==> src/rtl/memory_access.sv <==
// rtl/memory_access.sv - LEGv8 memory stage: registered req/ack data-memory access with pipeline stall and branch decision
// Optional alignment abort when MEM_ALIGN_CHECK_EN is defined.
module memory_access #(
    parameter int N       = 64,
    parameter int TIMEOUT = 16
) (
    input  logic         clk,
    input  logic         reset,
    input  logic         valid_M,
    input  logic         MemRead_M,
    input  logic         MemWrite_M,
    input  logic         Branch_M,
    input  logic         zero_M,
    input  logic [N-1:0] aluResult_M,
    input  logic [N-1:0] writeData_M,
    output logic         mem_req,
    output logic         mem_we,
    output logic [N-1:0] mem_addr,
    output logic [N-1:0] mem_wdata,
    input  logic         mem_ack,
    input  logic [N-1:0] mem_rdata,
    output logic [N-1:0] readData_M,
    output logic         PCSrc_M,
    output logic         stall_M,
    output logic         done_M,
    output logic         err_M
);

    localparam int CW = (TIMEOUT > 1) ? $clog2(TIMEOUT) : 1;
    localparam logic [CW-1:0] CNT_LAST = CW'(TIMEOUT - 1);

    typedef enum logic [1:0] {
        IDLE,
        BUSY,
        DONE
    } state_t;

    state_t        state;
    logic [CW-1:0] cnt;
    logic          err_q;
    logic          memop;
    logic          accept;
    logic          misaligned;

    assign memop  = MemRead_M | MemWrite_M;
    assign accept = (state == IDLE) & valid_M & memop;

`ifdef MEM_ALIGN_CHECK_EN
    assign misaligned = |aluResult_M[2:0];
`else
    assign misaligned = 1'b0;
`endif

    always_ff @(posedge clk or negedge reset) begin
        if (!reset) begin
            state      <= IDLE;
            mem_req    <= 1'b0;
            mem_we     <= 1'b0;
            mem_addr   <= '0;
            mem_wdata  <= '0;
            readData_M <= '0;
            cnt        <= '0;
            err_q      <= 1'b0;
        end else begin
            case (state)
                IDLE: begin
                    if (accept) begin
                        mem_addr  <= aluResult_M;
                        mem_wdata <= writeData_M;
                        // A simultaneous read+write request is treated as a write
                        mem_we    <= MemWrite_M;
                        cnt       <= '0;
                        err_q     <= misaligned;
                        if (misaligned) begin
                            state <= DONE;
                        end else begin
                            mem_req <= 1'b1;
                            state   <= BUSY;
                        end
                    end
                end
                BUSY: begin
                    // The ack takes priority over a timeout in the same cycle
                    if (mem_ack) begin
                        if (!mem_we) begin
                            readData_M <= mem_rdata;
                        end
                        mem_req <= 1'b0;
                        err_q   <= 1'b0;
                        state   <= DONE;
                    end else if (cnt == CNT_LAST) begin
                        mem_req <= 1'b0;
                        err_q   <= 1'b1;
                        state   <= DONE;
                    end else begin
                        cnt <= cnt + CW'(1);
                    end
                end
                DONE: begin
                    err_q <= 1'b0;
                    state <= IDLE;
                end
                default: begin
                    mem_req <= 1'b0;
                    state   <= IDLE;
                end
            endcase
        end
    end

    assign PCSrc_M = Branch_M & zero_M & valid_M;
    assign stall_M = reset & ((state == BUSY) | accept);
    assign done_M  = reset & ((state == DONE) | ((state == IDLE) & valid_M & ~memop));
    assign err_M   = (state == DONE) & err_q;

endmodule
==> config.mk <==
export PLATFORM = sky130hd
export DESIGN_NAME = memory_access
export DESIGN_NICKNAME = d
export VERILOG_FILES = /design/src/rtl/memory_access.sv
export SDC_FILE = /design/constraint.sdc
export NUM_CORES = 1
export LEC_CHECK = 0
export ABC_AREA = 1
export CORE_AREA = 2 2 156 158
export DETAILED_ROUTE_END_ITERATION = 10
export DIE_AREA = 0 0 158 160
export PLACE_DENSITY = 0.72
export SYNTH_ARGS = -nofsm -noshare
export SYNTH_HDL_FRONTEND = slang
export SYNTH_SLANG_ARGS = --single-unit
==> constraint.sdc <==
create_clock -name clk -period 1.6 [get_ports clk]
set_input_delay 0.16 -clock clk [delete_from_list [all_inputs] [get_ports clk]]
set_output_delay 0.16 -clock clk [all_outputs]
set_load 0.05 [all_outputs]
==> flow_summary.toml, run 1 <==
[clock_tree]
cts.sinks = 201
cts_tree = "built"
clkLatencyLatePin_ns = 0.49
root_buffer = "clkbuf_16"
clk_pin_slew_ns = 0.06
ctsLongestPathBuffers = 3
cts_htree_levels = 1
cts_buffers = 23

[pwr]
peakVddDrop_mv = 1.35
p_leak_nw = 7.02
p_per_area_nw_per_um2 = 2390

[synth]
synthCells = 878
post_synth_num_cell_types = 18
ys_warn_count = 0
seq_area_frac_synth_pct = 59.4
synth_area_per_cell_sq_um = 9.65
syn_nets = 1079
syn_area_sq_um = 8470
synth-seq-cells = 201

[critical_path]
worstReg2RegStart = "state[1]"
crit_path_max_fanout = 6
cp_num_cells = 5
crit_type = "reg -> out"
reg2regPathDepth = 7
crit_slowest_cell = "dfrtp_2"
crit_buf_inv = 3
endpoint_kind = "output pin"
r2r_setup_slack_ns = 0.07
startpoint_type = "flop"
cp_top_family = "flip-flops"
required_ns = 1.44
path_cells = "buf_4 -> inv_1 -> nand2_2 -> a21oi_4 -> buf_12"
crit_path_end = "done_M"
max_stage_delay_ns = 0.43
critPathLaunch = "state[0]"
worstReg2RegEnd = "readData_M[12]"
arrival_ns = 1.57

[worst_hold_path]
hp-class = "in -> reg"

[global_routing]
track_usage_pct = 17.9
grt_pass1_wl_um = 36300
antenna_found_initial = 0
first_global_vias = 7126
gr-total-overflow = 0
grt_max_degree = 60

[timing]
finalSetupViolations = 3
rsz0062_at_grt = "true"
tightest_slew_ns = 0.347
clock_skew_ns = 0.00642
worst_slack_ns = -0.132
period_share_pct = 108
fmax_mhz = 577
finalHoldViolations = 0
drv_slew = 0
period_needed_ns = 1.73
slew_headroom_pct = 76.8
fin_setup_tns_ns = -0.316

[drt]
drc = 0
wirelength_um = 23100
vias = 7053
ant_nets = 0
route.met3.wl_um = 2720
drt_iter0_markers = 303
first_pass_iters = 6
avgViaCountPerCell = 4.30
wl_per_cell_um = 14.1
top_layer = "met4"
met2_length_um = 10900
met1Wirelength_um = 8700

[final_layout]
drive_gt1_share_pct = 28.9
nFillCells = 2118
final_area_sq_um = 13400
final_nets = 1504
num_antenna_cells = 0
area_delta_synth_final_pct = 58.0

[placement]
placed_cell_area_sq_um = 12500
dp_hpwl_um = 17400
place_congestion = 0.754
port_buffers = 397

[status]
violations = "negative setup slack"
status = "finished with violations"

[floorplan]
rows = 57
dieArea_sq_um = 25300
dieWidth_um = 158
core_sq_um = 23800
die_height_um = 160
initial_core_util_pct = 35.6
io_pins = 398

[job]
drv_cap = 0
-- placed cells by master (no fill, tap or decap), drive strengths merged --
cell           count
buf              244
nand2            210
dfrtp            201
inv              200
clkdlybuf4s50    198
o21ai            194
clkbuf            34
nand3             14
nor2               9
clkinv             3
a21oi              2
nand4              2
bufinv             2
xnor2              1
ha                 1
clkinvlp           1
dlygate4sd3        1
-- state kept, by name (all words and copies together), names as in the netlist --
signal,flops
mem_addr,64
mem_req,1
mem_we,1
readData_M,64
mem_wdata,64
err_q,1
state,2
cnt,4
-- power by group --
part	leakage [nW]	internal, mW	switching, mW
sequential	2.50	7.47	1.37
clock	0.377	3.26	2.02
combinational	4.14	5.60	12.3
total	7.02	16.3	15.6
-- cells in the mapped netlist (all sizes together) --
cell,number,area [sq um]
inv,200,751
dfrtp,201,5030
nand3,14,82.6
nor2,9,41.3
ha,1,12.5
a21oi,2,13.8
xnor2,1,8.76
buf,44,428
nand4,2,12.5
o21ai,194,1300
nand2,210,788
-- worst min-delay path by stage --
stage,startpoint,end,slack (ns),cells past startpoint
2_1_floorplan,reset,cnt[0],-0.14,0
3_3_place_gp,reset,mem_addr[28],0.08,1
3_5_place_dp,reset,mem_addr[28],0.08,1
4_1_cts,reset,mem_addr[28],0.18,3
5_1_grt,aluResult_M[17],mem_addr[17],0.19,3
6_report,writeData_M[56],mem_wdata[56],0.20,3
-- cells by family (layout without fill, tap and decap cells) --
| kind of cell | Yosys count | count (layout) | share of synthesized area [%] |
|---|---|---|---|
| AO/OA/AOI/OAI | 196 | 196 | 15.5 |
| XOR/XNOR | 1 | 1 | 0.103 |
| adder cells (fa/ha/maj) | 1 | 1 | 0.148 |
| buffers and inverters | 244 | 683 | 13.9 |
| flip-flops | 201 | 201 | 59.4 |
| AND/OR/NAND/NOR | 235 | 235 | 10.9 |
-- repair_timing --
| item | CTS | global route |
|---|---|---|
| endpoints found under the hold margin | 201 | 0 |
| endpoints found under the setup margin | 3 | 6 |
| pin swaps | 5 | 5 |
| setup buffers | 6 | 2 |
| hold buffers | 2 | 0 |
| gates resized for setup | 5 | 7 |
-- stage by stage --
stage	utilization (%)	hold WS (ns)	setup WS (ns)	std cells	total power, mW
6_report	56.2	0.202	-0.132	1641	32.0
5_1_grt	56.2	0.187	-0.192	1641	33.7
4_1_cts	56.1	0.176	-0.208	1640	32.3
3_5_place_dp	52.5	0.0849	0.0199	1593	26.7
3_3_place_gp	52.5	0.0802	0.0192	1593	26.4
2_1_floorplan	-	-0.136	0.112	878	20.8
-- final cells by class --
type,count,area [sq um],area share (%)
Multi-Input combinational cell,433,2300,17.2
Inverter,200,751,5.61
Timing Repair Buffer,444,4120,30.8
Sequential cell,201,5030,37.6
Clock buffer,33,683,5.11
Tap cell,324,405,3.03
Clock inverter,6,82.6,0.617
-- worst register-to-register path: cells and delay by family (launching register included) --
kind / cells / cell delay (ns)
buffers and inverters: 4 / 0.64
DFF: 1 / 0.44
AOI/OAI and AO/OA: 1 / 0.10
and+or+nand+nor: 2 / 0.24
-- per-layer routing --
layer  vias up  track usage (%)
met5         -                0
met4         0             6.55
met3        50             7.03
met2       307             30.3
met1      3201             20.5
li1       3495                -
Note: power is estimated with default switching activity, not from simulation.
==> run 2, diff against run 1 <==
--- a/config.mk
+++ b/config.mk
@@ -9,7 +9,9 @@
 export CORE_AREA = 2 2 156 158
 export DETAILED_ROUTE_END_ITERATION = 10
 export DIE_AREA = 0 0 158 160
+export MAX_ROUTING_LAYER = met4
 export PLACE_DENSITY = 0.72
+export SLEW_MARGIN = 15
 export SYNTH_ARGS = -nofsm -noshare
 export SYNTH_HDL_FRONTEND = slang
 export SYNTH_SLANG_ARGS = --single-unit
==> flow_summary.toml, run 2 (synthesized netlist as in run 1, its figures left out) <==
[timing]
drv_slew = 0
fin_setup_tns_ns = -0.320
tightest_slew_ns = 0.347
period_share_pct = 108
slew_headroom_pct = 76.8
rsz0062_at_grt = "true"
finalHoldViolations = 0
finalSetupViolations = 3
period_needed_ns = 1.73
worst_slack_ns = -0.133
whs_ns = 0.201
fmax_mhz = 577
clock_skew_ns = 0.00594

[final_layout]
num_antenna_cells = 0
final_nets = 1504
reg_top3 = "mem_addr x64, mem_wdata x64, readData_M x64"
final_area_sq_um = 13400
final_cell_mix = "buf_4 (220), nand2_1 (208), inv_1 (199), dfrtp_1 (199), clkdlybuf4s50_1 (198)"
area_delta_synth_final_pct = 58.0
drive_gt1_share_pct = 28.9
final_common_cell = "buf_4"

[pwr]
clkPwrFrac_pct = 16.5
sequentialPowerShare_pct = 27.7
p_per_area_nw_per_um2 = 2390
peakVddDrop_mv = 1.35
switching_share_pct = 48.9
switching_power_mw = 15.7
p_leak_nw = 7.02
power_frac_comb_pct = 55.8
intPower_mw = 16.3

[critical_path]
crit_path_max_fanout = 6
r2r_setup_slack_ns = 0.07
arrival_ns = 1.57
startpoint_type = "flop"
crit_type = "reg -> out"
endpoint_kind = "output pin"
required_ns = 1.44

[clock_tree]
root_buffer = "clkbuf_16"
ctsLongestPathBuffers = 3
cts_tree = "built"
cts.sinks = 201
clk_pin_slew_ns = 0.06
cts_buffers = 23
cts_htree_levels = 1
clkLatencyLatePin_ns = 0.50

[global_routing]
first_global_vias = 7139
track_usage_pct = 18.5
gr-total-overflow = 0
grt_max_degree = 60
grt_pass1_wl_um = 36200
antenna_found_initial = 0

[floorplan]
dieArea_sq_um = 25300
die_height_um = 160
core_sq_um = 23800
dieWidth_um = 158
rows = 57
io_pins = 398
initial_core_util_pct = 35.6

[drt]
vias = 7065
first_pass_iters = 6
wl_per_cell_um = 14.1
wirelength_um = 23100
drt_iter0_markers = 293
ant_nets = 0
avgViaCountPerCell = 4.31
drc = 0

[status]
status = "finished with violations"
violations = "negative setup slack"

[worst_hold_path]
hp-class = "in -> reg"

[placement]
dp_hpwl_um = 17400
placed_cell_area_sq_um = 12500
place_congestion = 0.765
port_buffers = 397

[job]
drv_cap = 0
## run 2: cell counts in the layout (fill, tap and decap cells not counted)
Identical to the previous run, type by type.
## run 2: layout make-up
cell class                 instances  area (sq um)
tap                              324           405
clock inverter                     6          82.6
inverter                         200           751
fill                            2118         10400
timing repair buffer             444          4120
sequential                       201          5030
clock buffer                      33           683
multi-input combinational        433          2300
## run 2: what timing repair did
item / 4_1_cts / 5_1_grt
hold endpoints to repair: 201 / 0
setup buffers: 6 / 2
setup endpoints to repair: 3 / 6
gates resized for setup: 5 / 7
pin swaps: 5 / 5
hold buffers: 2 / 0
## run 2: critical path, cell delays in order, from the launching register on
cell     delay, ns
dfrtp_2       0.43
buf_4         0.17
inv_1         0.07
nand2_2       0.08
a21oi_4       0.17
buf_12        0.15
## run 2: worst paths after layout
| kind | startpoint | endpoint | cells after the start |
|---|---|---|---|
| hold reg to reg | mem_addr[41] | mem_addr[41] | 2 |
| setup reg to reg | state[1] | readData_M[12] | 7 |
| min in group asynchronous | reset | mem_addr[28] | 3 |
| hold / removal | writeData_M[56] | mem_wdata[56] | 3 |
| setup / recovery | state[0] | done_M | 5 |
| max in group asynchronous | reset | state[1] | 4 |
## run 2: metal layers
layer	track usage (%)	share of wire [%]	vias up
li1	-	-	3496
met1	21.2	39	3203
met2	30.4	47	311
met3	5.75	10	55
met4	6.55	3.5	0
met5	-	0	-
## run 2: stage by stage
step / power, mW / worst slack, ns / cells / utilization (%)
final: 32.0 / -0.133 / 1641 / 56.2
after global routing: 33.7 / -0.192 / 1641 / 56.2
after CTS: 32.3 / -0.208 / 1640 / 56.1
after detailed placement: 26.7 / 0.0199 / 1593 / 52.5
after global placement: 26.4 / 0.0192 / 1593 / 52.5
after floorplan: 20.8 / 0.112 / 878 / -
## run 2: power by group through the flow
stage / registers, mW / logic [mW] / clock network [mW]
floorplan: 16.8 / 4.03 / 0
global placement: 8.84 / 17.6 / 0
detailed placement: 8.90 / 17.8 / 0
CTS: 8.86 / 18.0 / 5.42
global route: 9.15 / 18.9 / 5.64
finish: 8.85 / 17.9 / 5.29
==> run 3, diff against run 2 <==
--- a/config.mk
+++ b/config.mk
@@ -6,11 +6,12 @@
 export NUM_CORES = 1
 export LEC_CHECK = 0
 export ABC_AREA = 1
-export CORE_AREA = 2 2 156 158
+export CORE_ASPECT_RATIO = 0.75
+export CORE_MARGIN = 2
+export CORE_UTILIZATION = 41
 export DETAILED_ROUTE_END_ITERATION = 10
-export DIE_AREA = 0 0 158 160
 export MAX_ROUTING_LAYER = met4
-export PLACE_DENSITY = 0.72
+export PLACE_DENSITY = 0.8
 export SLEW_MARGIN = 15
 export SYNTH_ARGS = -nofsm -noshare
 export SYNTH_HDL_FRONTEND = slang
==> flow_summary.toml, run 3 (synthesized netlist as in run 1, its figures left out) <==
[status]
status = "finished with violations"
violations = "negative setup slack"

[pwr]
switching_power_mw = 15.8
switching_share_pct = 49.9
power_frac_comb_pct = 56.2
peakVddDrop_mv = 1.39
p_per_area_nw_per_um2 = 2420
sequentialPowerShare_pct = 28.1
p_leak_nw = 6.90
intPower_mw = 15.8
clkPwrFrac_pct = 15.7
power_mw = 31.6

[global_routing]
track_usage_pct = 21.5
antenna_found_initial = 0
use_met3_pct = 6.09
grt_pass1_wl_um = 35800
grt_most_used_layer = "met2"
use_met1_pct = 25.2
first_global_vias = 6877
grt_max_degree = 132
use_met2_pct = 36.5
gr-total-overflow = 0

[timing]
tightest_slew_ns = 0.891
clock_skew_ns = 0.00505
period_share_pct = 105
rsz0062_at_grt = "true"
slew_headroom_pct = 40.6
worst_slack_ns = -0.0797
finalHoldViolations = 0
finalSetupViolations = 2
drv_slew = 0
period_needed_ns = 1.68
fmax_mhz = 595

[placement]
port_buffers = 397
dp_hpwl_um = 17500
placed_cell_area_sq_um = 12300
place_congestion = 0.788

[floorplan]
dieWidth_um = 170
die_height_um = 128
core_sq_um = 20300
rows = 45
dieArea_sq_um = 21800
io_pins = 398
initial_core_util_pct = 41.8

[final_layout]
reg_top3 = "mem_addr x64, mem_wdata x64, readData_M x64"
final_nets = 1487
final_area_sq_um = 13100
multi_input_area_sq_um = 2300
drive_gt1_share_pct = 28.1
final_common_cell = "buf_4"
num_antenna_cells = 0
nFillCells = 1630
area_delta_synth_final_pct = 54.1
register_area_sq_um = 5030
final_cell_mix = "buf_4 (209), nand2_1 (207), inv_1 (200), dfrtp_1 (199), clkdlybuf4s50_1 (198)"

[drt]
first_pass_iters = 4
ant_nets = 0
vias = 6967
avgViaCountPerCell = 4.47
drc = 0
drt_iter0_markers = 456
wl_per_cell_um = 15.1
wirelength_um = 23500

[worst_hold_path]
hold-path-endpoint = "mem_wdata[62]"
min_path_cells = 3
hp-class = "in -> reg"
min_from = "writeData_M[62]"

[critical_path]
crit_type = "reg -> out"
worstReg2RegStart = "state[1]"
worstReg2RegEnd = "mem_addr[52]"
crit_path_max_fanout = 3
startpoint_type = "flop"
reg2regPathDepth = 8
endpoint_kind = "output pin"
arrival_ns = 1.52
r2r_setup_slack_ns = 0.07
required_ns = 1.44
critPathLaunch = "state[1]"

[job]
drv_cap = 0

[clock_tree]
ctsLongestPathBuffers = 3
cts_tree = "built"
clkLatencyLatePin_ns = 0.49
cts_buffers = 21
root_buffer = "clkbuf_16"
clk_pin_slew_ns = 0.06
cts.sinks = 201
cts_htree_levels = 1
## run 3: cell type report
class                           instances  share of cell area, %
Tap cell                              258                   2.47
Timing Repair Buffer                  429                   30.3
Sequential cell                       201                   38.6
Clock inverter                         10                  0.844
Clock buffer                           27                   4.51
Multi-Input combinational cell        433                   17.6
Inverter                              200                   5.75
## run 3: power by group through the flow
stage	Sequential [mW]	Clock [mW]	Combinational, mW
finish	8.89	4.96	17.7
floorplan	16.8	0	4.03
global placement	8.85	0	17.4
CTS	8.89	5.06	17.8
detailed placement	8.92	0	17.7
global route	9.16	5.27	18.7
## run 3: per-layer routing
metal | up-vias | wire length, um
met3 | 42 | 2050
met4 | 0 | 648
met1 | 3217 | 9250
met2 | 249 | 11500
li1 | 3459 | -
met5 | - | 0
## run 3: timing repair
| item | 4_1_cts | 5_1_grt |
|---|---|---|
| hold endpoints to repair | 201 | 0 |
| hold buffers | 1 | 0 |
| setup endpoints to repair | 3 | 4 |
| pin swaps | 4 | 0 |
| setup buffers | 5 | 2 |
| gates resized for setup | 4 | 8 |
## run 3: worst max path at each step
| stage | endpoint | slack [ns] |
|---|---|---|
| finish | done_M | -0.08 |
| global route | done_M | -0.14 |
| CTS | done_M | -0.12 |
| detailed placement | mem_addr[19] | 0.01 |
| global placement | mem_addr[26] | 0.03 |
| floorplan | stall_M | 0.11 |
## run 3: metrics by stage
| stage | util [%] | hold WS [ns] | TNS (ns) | cells | setup WS, ns |
|---|---|---|---|---|---|
| floorplan | - | -0.136 | 0 | 878 | 0.112 |
| global placement | 60.4 | 0.347 | 0 | 1513 | 0.0325 |
| detailed placement | 60.4 | 0.345 | 0 | 1513 | 0.0123 |
| CTS | 64.2 | 0.192 | -0.195 | 1556 | -0.116 |
| global route | 64.4 | 0.208 | -0.312 | 1558 | -0.144 |
| finish | 64.4 | 0.210 | -0.139 | 1558 | -0.0797 |
## run 3: worst max-delay path, cell delays in order (launching register included)
cell and delay, ns:
dfrtp_2 0.43, nor2_4 0.16, nand3_2 0.11, a21oi_4 0.18, buf_12 0.15
==> RTL change: new RTL, flow settings as in run 1 <==
Re-encode `state_t` (3 states) as one-hot, 3 bits wide.
--- a/src/rtl/memory_access.sv
+++ b/src/rtl/memory_access.sv
@@ -29,10 +29,10 @@
     localparam int CW = (TIMEOUT > 1) ? $clog2(TIMEOUT) : 1;
     localparam logic [CW-1:0] CNT_LAST = CW'(TIMEOUT - 1);
 
-    typedef enum logic [1:0] {
-        IDLE,
-        BUSY,
-        DONE
+    typedef enum logic [2:0] {
+        IDLE = 3'b001,
+        BUSY = 3'b010,
+        DONE = 3'b100
     } state_t;
 
     state_t        state;
Behaviour: same outputs for any inputs over 4 cycles, from zero or initial values and one cycle with reset low; so few cycles prove little.
==> RTL change against run 1 <==
The run still ends with negative setup slack left; sequential cell count up 1; wire length grew 9.9%; total power shrank 0.16%; highest routed layer unchanged; count of clock-buffer cells in the layout is 1 higher; cell area decreased by 1.4%; worst hold slack got worse by 4.9 ps; sequential power rose by 1%; critical path depth unchanged; synthesized cell count grew 1.8%; first-iteration DRC count rose by 83%; area after synthesis fell by 4.7%; worst setup slack got worse by 110 ps; global-route usage is 0.29 points higher.
==> RTL change: results (changes against run 1) <==
| Metric | Value |
|---|---|
| Hold Path Sink | `mem_wdata[58]` |
| Worst clock skew | `6.99 ps (+0.574 ps)` |
| GRT Total Usage | `18.2% (+0.29 points)` |
| DR top layer | `met4` |
| Seq/Total Area, Yosys | `62.7% (+3.3 points)` |
| Asr flop ratio synth | `100% (unchanged)` |
| Reg clk slew, reported paths | `60 ps (about the same)` |
| Clock Root Buffer | `clkbuf_16` |
| Initial DRC Count | `553 (+83%)` |
| Met2 wire length | `12,300 µm (+13%)` |
| Leak | `0.00694 µW (-1.2%)` |
| Hold Slack | `197 ps (-4.88 ps)` |
| Slew margin rel. | `55.9% (-21 points)` |
| Post-Place Cell Area | `0.0120 mm² (-3.7%)` |
| Worst R2R Setup Slack | `-80 ps (-150 ps)` |
| Final HPWL DP | `17,200 µm (-1.1%)` |
| Clock buffer depth | `3 (unchanged)` |
| Worst path arrival time | `1680 ps (+110 ps)` |
| Warnings from Yosys | `0 (unchanged)` |
| Synth area leaders | `dfrtp_1 (62%), nand2_1 (13%), inv_1 (6.4%)` |
| ANT cells | `0 (unchanged)` |
| Outcome | `finished, violations left` |
| Vias in the first global route | `7,028 (-1.4%)` |
| Largest area contributor in the netlist | `dfrtp_1` |
| Final setup viols | `136 (+133)` |
| Final setup margin | `-241 ps (-109 ps)` |
| Initial DRT Pass Iterations | `5 (-1)` |
| Htree depth | `1 (unchanged)` |
| Placed Cells incl. Taps | `1,587 (-0.38%)` |
| CP max stage delay | `540 ps (+110 ps)` |
| Reg-to-Reg Start | `state[0]` |
| TNS Setup | `-6780 ps (-6460 ps)` |
| Largest net degree at the start of global routing | `119 (+98%)` |
| First-pass GRT wire length | `37,000 µm (+1.8%)` |
| Met3 WL post-DR | `1700 µm (-37%)` |
| M1 WL | `10,700 µm (+23%)` |
| Share of layout cells above drive strength 1 | `22.5% (-6.3 points)` |
| Crit path max fanout | `4 (-2)` |
| Vias/cell | `4.47 (+4.0%)` |
| RR Endpoint | `mem_wdata[10]` |
| R2R cell count | `9 (+2)` |
| Routed len/inst | `15.4 µm (+9.8%)` |
| Layout net count | `1,505 (+0.066%)` |
| Post-synth top cells | `nand2_1 (274), dfrtp_1 (201), inv_1 (138)` |
| Routability cong. | `0.817 (+8.2%)` |
| Mapped Nets | `1,095 (+1.5%)` |
| Failing checks | `negative setup slack` |
| Hold Crit Start | `writeData_M[58]` |
| Filler cell count | `2,146 (+1.3%)` |
| Syn_area_per_cell | `9.03 µm² (-6.4%)` |
| Worst hold path type | `input pin to flop` |
| Peak supply drop | `0.00143 V (+6.0%)` |
| Max-capacitance violation count | `0 (unchanged)` |
| Largest registers | `mem_addr (64), mem_wdata (64), readData_M (64)` |
| Synth cell types | `21 (+3)` |
| Slowest cell on the critical path | `dfstp_2` |
| Crit path max-delay family | `flip-flops` |
| Total wire length | `25,400 µm (+9.9%)` |
| EDFF count, synth | `0 (unchanged)` |
RTL change: worst max-delay path by stage:
stage | startpoint | to | slack, ps | depth (start not counted)
after global routing | state[1] | done_M | -310 | 5
final | state[0] | stall_M | -240 | 5
after floorplan | state[0] | stall_M | 60 | 6
after CTS | state[0] | done_M | -280 | 5
after detailed placement | MemRead_M | mem_addr[62] | -150 | 6
after global placement | MemRead_M | mem_addr[57] | -100 | 7
RTL change: through the flow:
step	setup WS (ps)	utilization, %
2_1_floorplan	62.1	-
3_3_place_gp	-98.3	50.5
3_5_place_dp	-153	50.5
5_1_grt	-312	55.4
6_report	-241	55.4
4_1_cts	-283	54.2
RTL change: final cells by class:
class | instances | share of cell area, %
Multi-Input combinational cell | 504 | 17.5
Clock inverter | 5 | 0.408
Sequential cell | 202 | 38.3
Tap cell | 324 | 3.07
Timing Repair Buffer | 434 | 31.6
Clock buffer | 34 | 5.13
Inverter | 139 | 3.97
RTL change: per-layer routing:
metal / vias up / track usage, %
met1: 3458 / 23.0
met3: 53 / 4.04
li1: 3579 / -
met5: - / 0
met4: 0 / 5.94
met2: 251 / 31.0
RTL change: worst reg2reg max path, stage by stage (launching register included):
cell,delay (ps)
dfstp_2,540
nand2_2,60
nor2_4,150
buf_4,140
buf_4,100
nand3_4,80
buf_12,170
buf_12,170
nand2_1,70
o21ai_0,80
RTL change: what timing repair did:
action / 4_1_cts / 5_1_grt
endpoints found under the hold margin: 201 / 0
pin swaps: 4 / 8
gates cloned: 1 / 8
buffers inserted: 5 / 1
hold buffers: 1 / 0
setup endpoints to repair: 93 / 195
resized for setup: 17 / 32
RTL change: logic make-up after synthesis:
family | share of synthesized area [%]
AOI/OAI and AO/OA | 8.73
and+or+nand+nor | 18.4
DFF | 62.7
buffers and inverters | 9.80
adders and majority gates | 0.155
xor gates and xnor gates | 0.217
RTL change: report_power, final:
part / leakage, µW / switching, µW / internal [µW] / total (µW)
combinational: 0.00403 / 12400 / 5410 / 17800
clock: 0.000363 / 2050 / 3070 / 5130
sequential: 0.00254 / 1410 / 7550 / 8960
total: 0.00694 / 15900 / 16000 / 31900
